<file path="config.mk">
export PLATFORM = sky130hd
export DESIGN_NAME = line_fill_buffer_flat
export DESIGN_NICKNAME = d
export VERILOG_FILES = /design/src/rtl/line_fill_buffer_if.sv /design/src/rtl/line_fill_buffer.sv /design/src/flat_wrapper.sv
export SDC_FILE = /design/constraint.sdc
export NUM_CORES = 1
export LEC_CHECK = 0
export CORE_ASPECT_RATIO = 1.5
export CORE_MARGIN = 1
export CORE_UTILIZATION = 45
export DETAILED_ROUTE_END_ITERATION = 12
export GPL_ROUTABILITY_DRIVEN = 0
export PLACE_DENSITY = 0.77
export SYNTH_ARGS = -nofsm -noshare
export SYNTH_HDL_FRONTEND = slang
export SYNTH_SLANG_ARGS = --single-unit
</file>
<file path="constraint.sdc">
create_clock -name clk -period 2.1 [get_ports clk]
set_input_delay 0.42 -clock clk [delete_from_list [all_inputs] [get_ports clk]]
set_output_delay 0.42 -clock clk [all_outputs]
set_load 0.02 [all_outputs]
</file>
<file path="src/rtl/line_fill_buffer_if.sv">
// Bundle between a line fill buffer and its requester/memory side.
// The requester drives start/base_addr; memory answers mem_read with mem_resp/mem_rdata.
interface line_fill_buffer_if #(
  parameter int WIDTH = 16
);
  // Handshake: mem_read stays high with a stable mem_address until memory returns
  // a single-cycle mem_resp carrying mem_rdata; that edge completes the transfer.
  logic                   start;
  logic [15:0]            base_addr;
  logic                   mem_read;
  logic [15:0]            mem_address;
  logic [WIDTH-1:0]       mem_rdata;
  logic                   mem_resp;
  logic [16*WIDTH-1:0]    line_out;
  logic [3:0]             word_idx;
  logic                   busy;
  logic                   done;

  modport master (
    output start, base_addr, mem_rdata, mem_resp,
    input  mem_read, mem_address, line_out, word_idx, busy, done
  );

  modport slave (
    input  start, base_addr, mem_rdata, mem_resp,
    output mem_read, mem_address, line_out, word_idx, busy, done
  );
endinterface

</file>
<file path="src/rtl/line_fill_buffer.sv">
// Fetches a 16-word cache line one word at a time and presents it assembled on line_out.
// Moore FSM IDLE -> FILL -> DONE; state is exposed on state_dbg.
module line_fill_buffer #(
  parameter int WIDTH = 16
) (
  input  logic                clk,
  input  logic                rst,
  line_fill_buffer_if.slave   bus,
  output logic [1:0]          state_dbg
);

  typedef enum logic [1:0] {
    IDLE = 2'd0,
    FILL = 2'd1,
    DONE = 2'd2
  } state_t;

  state_t           state;
  logic [15:0]      line_base;
  logic [3:0]       word_idx;
  logic [WIDTH-1:0] words [16];
  logic             mem_read_q;
  logic             busy_q;
  logic             done_q;
  logic [16*WIDTH-1:0] line_flat;

  // Outputs are registered alongside the state so they always match the state just entered.
  always_ff @(posedge clk) begin
    if (rst) begin
      state      <= IDLE;
      line_base  <= '0;
      word_idx   <= '0;
      mem_read_q <= 1'b0;
      busy_q     <= 1'b0;
      done_q     <= 1'b0;
      for (int k = 0; k < 16; k++) begin
        words[k] <= '0;
      end
    end else begin
      case (state)
        IDLE: begin
          if (bus.start) begin
            line_base  <= {bus.base_addr[15:5], 5'b0};
            word_idx   <= 4'd0;
            state      <= FILL;
            mem_read_q <= 1'b1;
            busy_q     <= 1'b1;
            done_q     <= 1'b0;
          end
        end
        FILL: begin
          if (bus.mem_resp) begin
            words[word_idx] <= bus.mem_rdata;
            // Natural 4-bit wrap returns the index to 0 after the last word.
            word_idx        <= word_idx + 4'd1;
            if (word_idx == 4'd15) begin
              state      <= DONE;
              mem_read_q <= 1'b0;
              done_q     <= 1'b1;
            end
          end
        end
        DONE: begin
          state      <= IDLE;
          mem_read_q <= 1'b0;
          busy_q     <= 1'b0;
          done_q     <= 1'b0;
        end
        default: begin
          state      <= IDLE;
          mem_read_q <= 1'b0;
          busy_q     <= 1'b0;
          done_q     <= 1'b0;
        end
      endcase
    end
  end

  always_comb begin
    line_flat = '0;
    for (int k = 0; k < 16; k++) begin
      line_flat[WIDTH*k +: WIDTH] = words[k];
    end
  end

  assign bus.line_out    = line_flat;
  assign bus.mem_read    = mem_read_q;
  assign bus.mem_address = {line_base[15:5], word_idx, 1'b0};
  assign bus.word_idx    = word_idx;
  assign bus.busy        = busy_q;
  assign bus.done        = done_q;
  assign state_dbg       = state;

endmodule

</file>
<file path="src/flat_wrapper.sv">
// flat-port wrapper written by rule: the top's interface ports become plain ports
module line_fill_buffer_flat 
#(
  parameter int WIDTH = 16
)
  (clk, rst, state_dbg, bus_start, bus_base_addr, bus_mem_rdata, bus_mem_resp, bus_mem_read, bus_mem_address, bus_line_out, bus_word_idx, bus_busy, bus_done);
  line_fill_buffer_if #(.WIDTH(WIDTH)) bus_i ();
  input  logic clk;
  input  logic rst;
  output logic [1:0] state_dbg;
  input wire logic [$bits(bus_i.start)-1:0] bus_start;
  input wire logic [$bits(bus_i.base_addr)-1:0] bus_base_addr;
  input wire logic [$bits(bus_i.mem_rdata)-1:0] bus_mem_rdata;
  input wire logic [$bits(bus_i.mem_resp)-1:0] bus_mem_resp;
  output wire logic [$bits(bus_i.mem_read)-1:0] bus_mem_read;
  output wire logic [$bits(bus_i.mem_address)-1:0] bus_mem_address;
  output wire logic [$bits(bus_i.line_out)-1:0] bus_line_out;
  output wire logic [$bits(bus_i.word_idx)-1:0] bus_word_idx;
  output wire logic [$bits(bus_i.busy)-1:0] bus_busy;
  output wire logic [$bits(bus_i.done)-1:0] bus_done;
  assign bus_i.start = bus_start;
  assign bus_i.base_addr = bus_base_addr;
  assign bus_i.mem_rdata = bus_mem_rdata;
  assign bus_i.mem_resp = bus_mem_resp;
  assign bus_mem_read = bus_i.mem_read;
  assign bus_mem_address = bus_i.mem_address;
  assign bus_line_out = bus_i.line_out;
  assign bus_word_idx = bus_i.word_idx;
  assign bus_busy = bus_i.busy;
  assign bus_done = bus_i.done;
  line_fill_buffer #(.WIDTH(WIDTH)) u_core (.clk(clk), .rst(rst), .bus(bus_i), .state_dbg(state_dbg));
endmodule
</file>
==> results of run 1 <==
==> per-layer routing <==
| metal | up-vias | GRT usage [%] | share of wire [%] |
|---|---|---|---|
| li1 | 3221 | - | - |
| met1 | 3463 | 28.3 | 35 |
| met2 | 374 | 43.3 | 52 |
| met3 | 73 | 4.51 | 7.6 |
| met4 | 0 | 13.8 | 5.4 |
| met5 | - | 0 | 0 |
==> synth_stat cells, types with 2 or more instances <==
library cell	n
and2_1	4
buf_2	6
nand2b_1	3
buf_6	26
and4_1	2
nand2_1	90
clkbuf_1	6
inv_1	2
nand2_4	3
nor2_2	12
edfxtp_1	256
o21ai_0	2
dfxtp_1	20
a21oi_1	13
ha_1	4
nor2_1	248
buf_4	8
nand3_1	4
nor2b_1	2
a21o_1	15
==> logic make-up (layout without fill, tap and decap cells) <==
group | count (synthesis) | in the layout | share of synthesized area [%]
muxes | 1 | 1 | 0.0961
DFF | 276 | 276 | 77.7
buffers and inverters | 50 | 400 | 4.05
other | 1 | 1 | 0.0360
adders and majority gates | 4 | 4 | 0.481
AOI/OAI and AO/OA | 34 | 34 | 2.14
and+or+nand+nor | 382 | 382 | 15.5
==> metrics by stage <==
stage | setup slack (ns) | hold WS, ns | total power [uW]
final | 0.0506 | 0.439 | 11700
after global routing | 0.0110 | 0.449 | 12000
after CTS | 0.0154 | 0.429 | 11800
after detailed placement | -0.0392 | 0.446 | 7480
after global placement | -0.0190 | 0.441 | 7470
after floorplan | 0.181 | 0.533 | 6820
==> layout make-up <==
class,instances,area [um2]
clock buffer,30,687
multi-input combinational,422,1910
fill,1575,7680
sequential,276,8090
inverter,2,7.51
clock inverter,18,103
timing repair buffer,350,3730
tap,276,345
==> sequential cells by signal, indices dropped and copies added, names as in the netlist <==
name	count
u_core.words	256
u_core.line_base	11
u_core.bus.word_idx	4
u_core.state_dbg	2
u_core.bus.busy	1
u_core.bus.done	1
u_core.bus.mem_read	1
==> timing repair <==
action                                  4_1_cts  5_1_grt
endpoints found under the setup margin        5        6
gates resized for setup                       4        6
hold endpoints to repair                      0        0
hold buffers                                  0        0
==> worst max path at each step <==
stage | start | end | slack (ns)
6_report | u_core.bus.word_idx[2]$_SDFFE_PP0P_ | bus_word_idx[2] | 0.05
5_1_grt | u_core.bus.word_idx[2]$_SDFFE_PP0P_ | bus_word_idx[2] | 0.01
4_1_cts | u_core.state_dbg[1]$_SDFFE_PP0P_ | state_dbg[1] | 0.02
3_5_place_dp | bus_mem_resp | u_core.words[9][5]$_SDFFCE_PN0P_ | -0.04
3_3_place_gp | rst | u_core.words[5][5]$_SDFFCE_PN0P_ | -0.02
2_1_floorplan | u_core.bus.word_idx[2]$_SDFFE_PP0P_ | u_core.words[13][0]$_SDFFCE_PN0P_ | 0.18
==> power by group <==
group	switching (uW)	internal (uW)	leakage (uW)	total, uW
combinational	619	482	0.00217	1100
clock	2000	2360	0.000376	4360
sequential	77.3	6180	0.00281	6260
==> run metrics, run 1 <==
Post-route DRC 0; Mapped Avg Cell Area roughly 14 um2; leak pwr roughly 0.0054 uW; Area after DPL ~14000 um2; Max Cap Violations 0; share of cells above drive strength 1 under 10%; Layout area overhead 42.8%; maximum vdd drop slightly below 0.8 mV; most frequent cells in the layout clkdlybuf4s50_1, edfxtp_1, nor2_1, nand2_1, clkbuf_16; Setup CP Type flip-flop to output port; Crit path arrival time 1.63 ns; Post-Syn Nets just under 800; core area about 23000 um2; Final Cycle Share a little over nine tenths; Power Dens Cells slightly below 800 nW/um2; clk_skew 0.0122 ns; Cell Chain, Critical Path clkdlybuf4s50_1; global-route wire length before repair about 43000 um; wire length per cell roughly 22 um; Detail Placement HPWL about 21000 um; synth top area cells edfxtp_1, nor2_1, dfxtp_1, nand2_1, buf_6; post-synthesis sequential area ratio about 80%; Yosys top cell by area edfxtp_1; Longest Clk Path Bufs 3; total gr overflow 0; vias in the first global route between 7000 and 8000; Total Negative Setup Slacks 0 ns; fin util 65.9%; clk slew on worst S/H paths 0.06 ns; largest net degree at the start of global routing 38; TritonCTS clock tree built; Critical R2R Capture u_core.words[11][8]$_SDFFCE_PN0P_; Top delay family on crit path buffers and inverters; RR Startpoint u_core.bus.word_idx[1]$_SDFFE_PP0P_; Slew Limit Fails 0; Post-synth EDFFs approximately 260; Fmax 0.488 GHz; drt initial violations between 600 and 700; Rel. slew slack between 60% and 70%; Worst path depth 1; Post-CTS Setup Repair Bufs 0; worst hold path type primary input to flip-flop; Die Area roughly 24000 um2; warnings from Yosys 0; PortBufs between 300 and 400; H-tree levels 1; io pins 317; Detailed Routing Iterations Pass 1 5; Initial Util 46.2%; chip height 188 um; ANT cells 0; final non-filler cell total ~1400; post-route antenna net violation count 0; Die X about 130 um; antenna violations before repair 0; Synth async-reset ratio 0%; final WL between 20000 and 30000 um; Mapped Cells 748; Hold Vio Cnt, Final 0; library cells used by synthesis 42; Syn Std Cell Area around 10000 um2; max incr delay on CP around 0.65 ns; Worst Hold End u_core.line_base[13]$_SDFFE_PP0P_; dpl cells around 1300; Synth Register Bits around 280; Worst path slowest cell clkdlybuf4s50_1; Final Instance Area about 15000 um2; worst endpoint required time about 1.7 ns; Slew @ Worst Pin 0.499 ns; flop2flop setup slack 0.33 ns; nets around 1100; worst hold path cell count 3; Hold Startpoint bus_base_addr[13]; Crit Path Max Fanout 11; CTS Sinks 276; status finished clean; top_reg_cell synth edfxtp_1; Yosys top cell area share between 70% and 80%; cell count of the worst reg-to-reg path 4; CTS root buf clkbuf_16; most common cell after layout, fill and taps aside clkdlybuf4s50_1; number of clock buffers inserted by TritonCTS 26; RSZ-0062 raised after global routing no; count of final setup violators 0; Critical Path Source Type flip-flop; worst path bufs/invs 1; Setup crit end kind output port; FP Rows 67; Clock Latency Late Sink 0.53 ns; vias per cell between 5 and 6; Vias 7131; Total GRT Usage 24.7%; min Tclk post-route about 2.0 ns
Power figures use the tool's default switching activity.
==> run 2, diff against run 1 <==
--- a/config.mk
+++ b/config.mk
@@ -5,12 +5,13 @@
 export SDC_FILE = /design/constraint.sdc
 export NUM_CORES = 1
 export LEC_CHECK = 0
+export ABC_AREA = 1
 export CORE_ASPECT_RATIO = 1.5
 export CORE_MARGIN = 1
 export CORE_UTILIZATION = 45
 export DETAILED_ROUTE_END_ITERATION = 12
 export GPL_ROUTABILITY_DRIVEN = 0
-export PLACE_DENSITY = 0.77
+export PLACE_DENSITY = 0.78
 export SYNTH_ARGS = -nofsm -noshare
 export SYNTH_HDL_FRONTEND = slang
 export SYNTH_SLANG_ARGS = --single-unit
==> run 2 against run 1 <==
Compared with the run above:
- clock skew fell by 0.0044 ns
- synthesized area fell by 2.8%
- first-iteration DRC count down 24%
- non-clock buffer count up 14
- worst setup slack worse by 0.024 ns
- power grew 0.26%
- critical path type unchanged
- largest cell class unchanged
==> run metrics, run 2 <==
H-tree levels 1; Post-route DRC 0; ANT cells 0; Detailed Routing Iterations Pass 1 5; Crit path arrival time approximately 1.7 ns; global-route wire length before repair just over 40000 um; min Tclk post-route ~2.1 ns; maximum vdd drop 0.748 mV; Initial Util a little under half; io pins around 320; vias per cell about 5; Total Negative Setup Slacks 0 ns; Hold Vio Cnt, Final 0; share of cells above drive strength 1 between 10% and 20%; number of clock buffers inserted by TritonCTS 25; RR Startpoint u_core.state_dbg[0]$_SDFFE_PP0P_; Layout area overhead 44.7%; Synth async-reset ratio 0%; Yosys top cell area share around 76%; chip height roughly 190 um; Clock Latency Late Sink 0.51 ns; Largest Register u_core.words; Detail Placement HPWL ~20000 um; Fmax 0.482 GHz; Place WS -0.0302 ns; count of final setup violators 0; most common cell after layout, fill and taps aside clkdlybuf4s50_1; Slew @ Worst Pin 0.607 ns; Vias 6886; PortBufs 310; top_reg_cell synth edfxtp_1; warnings from Yosys 0; Die Area ~23000 um2; Cell Chain, Critical Path clkdlybuf4s50_1; Final Instance Area roughly 15000 um2; drt initial violations 465; TritonCTS clock tree built; Final Cycle Share a little over nine tenths; antenna violations before repair 0; total gr overflow 0; CTS root buf clkbuf_16; worst hold path type flip-flop to flip-flop; most frequent cells in the layout clkdlybuf4s50_1, nor2_1, edfxtp_1, buf_4, nand2_1; Rel. slew slack 59.4%; Post-Syn Nets 758; RSZ-0062 raised after global routing no; vias in the first global route 6946; worst endpoint required time 1.68 ns; Worst path slowest cell clkdlybuf4s50_1; Total GRT Usage 24.3%; Max Cap Violations 0; Area after DPL about 14000 um2; nets roughly 1100; Mapped Cells 718; Synth Register Bits approximately 280; Setup CP Type flip-flop to output port; Crit Path Max Fanout 6; library cells used by synthesis 22; worst path bufs/invs 1; Slew Limit Fails 0; max FFs per register between 200 and 300; Die X between 100 and 150 um; FP Rows between 60 and 70; max incr delay on CP a little under 0.7 ns; Post-synth EDFFs about 260; largest net degree at the start of global routing 30; Critical Path Source Type flip-flop; Post-CTS Setup Repair Bufs 0; Power Dens Cells 802 nW/um2; Hold Startpoint u_core.bus.mem_read$_SDFFE_PP0P_; Final WS setup ~0.027 ns; clk slew on worst S/H paths ~0.060 ns; final WL 28400 um; CP Launch Point u_core.bus.word_idx[1]$_SDFFE_PP0P_; clk_skew about 0.0078 ns; Setup crit end kind output port; core area 21900 um2; Mapped Avg Cell Area between 10 and 15 um2; Post-synth top cells nor2_1, edfxtp_1, nand2_1, inv_1, clkbuf_1; wire length per cell ~21 um; status finished clean; post-route antenna net violation count 0; fillcell total approximately 1500; synth top area cells edfxtp_1, nor2_1, dfxtp_1, buf_6, nand2_4; Longest Clk Path Bufs 3; CTS Sinks 276; fin util between 60% and 70%; biggest regs u_core.words (256), u_core.line_base (11), u_core.bus.word_idx (4); Top delay family on crit path buffers and inverters; most frequent cell after synthesis nor2_1; leak pwr between 0.005 and 0.006 uW; post-synthesis sequential area ratio between 70 and 80%; Syn Std Cell Area slightly above 10000 um2; Yosys top cell by area edfxtp_1
==> run 2: cell types whose count changed in the layout (fill, tap and decap cells not counted), sizes merged, moves of 4 or more <==
cell	before	now
nand2	93	45
nor2	260	291
inv	3	33
a21o	15	0
buf	40	54
o21ai	2	12
a21oi	13	7
clkdlybuf4s50	303	308
clkinv	13	8
and2	4	0
clkbuf	30	34
dlymetal6s2s	6	2
==> run 2: cell families after synthesis <==
family / synth area share (%)
AOI/OAI and AO/OA: 0.939
adders and majority gates: 0.494
buffers and inverters: 4.05
DFF: 79.9
other: 0.0370
and+or+nand+nor: 14.6
==> run 2: layout make-up <==
cell class | instances | area [um2] | share of cell area [%]
flip-flops and latches | 276 | 8090 | 55.2
repair buffers | 364 | 3700 | 25.3
multi-input cells | 368 | 1620 | 11.1
clock buffers | 34 | 679 | 4.64
well taps | 272 | 340 | 2.32
inverters | 32 | 120 | 0.820
clock inverters | 12 | 88.8 | 0.607
==> run 2: metrics by stage <==
stage	std cells	hold slack, ns	power [uW]
3_3_place_gp	1312	0.455	7540
5_1_grt	1358	0.487	12100
6_report	1358	0.470	11700
3_5_place_dp	1312	0.462	7570
4_1_cts	1358	0.470	11800
2_1_floorplan	718	0.489	6860
==> run 2: timing repair <==
action / CTS / global route
hold buffers: 0 / 0
gates resized for setup: 2 / 2
setup endpoints to repair: 4 / 2
==> run 2: layer usage <==
| layer | vias up | share of wire, % | global-route usage, % |
|---|---|---|---|
| li1 | 3093 | - | - |
| met1 | 3353 | 33 | 25.7 |
| met2 | 362 | 55 | 45.8 |
| met3 | 78 | 7.7 | 5.15 |
| met4 | 0 | 4.3 | 11.3 |
| met5 | - | 0 | 0 |
==> run 2: path summary, 6_finish.rpt <==
check,endpoint,slack [ns],cells after the start
worst max register to register,u_core.words[2][4]$_SDFFCE_PN0P_,0.33,9
worst min-delay path,u_core.bus.mem_read$_SDFFE_PP0P_,0.47,2
worst max-delay path,bus_word_idx[1],0.03,1
worst min register to register,u_core.bus.mem_read$_SDFFE_PP0P_,0.47,2
==> run 2: report_power, final <==
| group | switching [uW] | total (uW) | internal, uW |
|---|---|---|---|
| Combinational | 684 | 1180 | 497 |
| Sequential | 76.1 | 6260 | 6180 |
| Clock | 1910 | 4310 | 2390 |
| Total | 2670 | 11700 | 9080 |
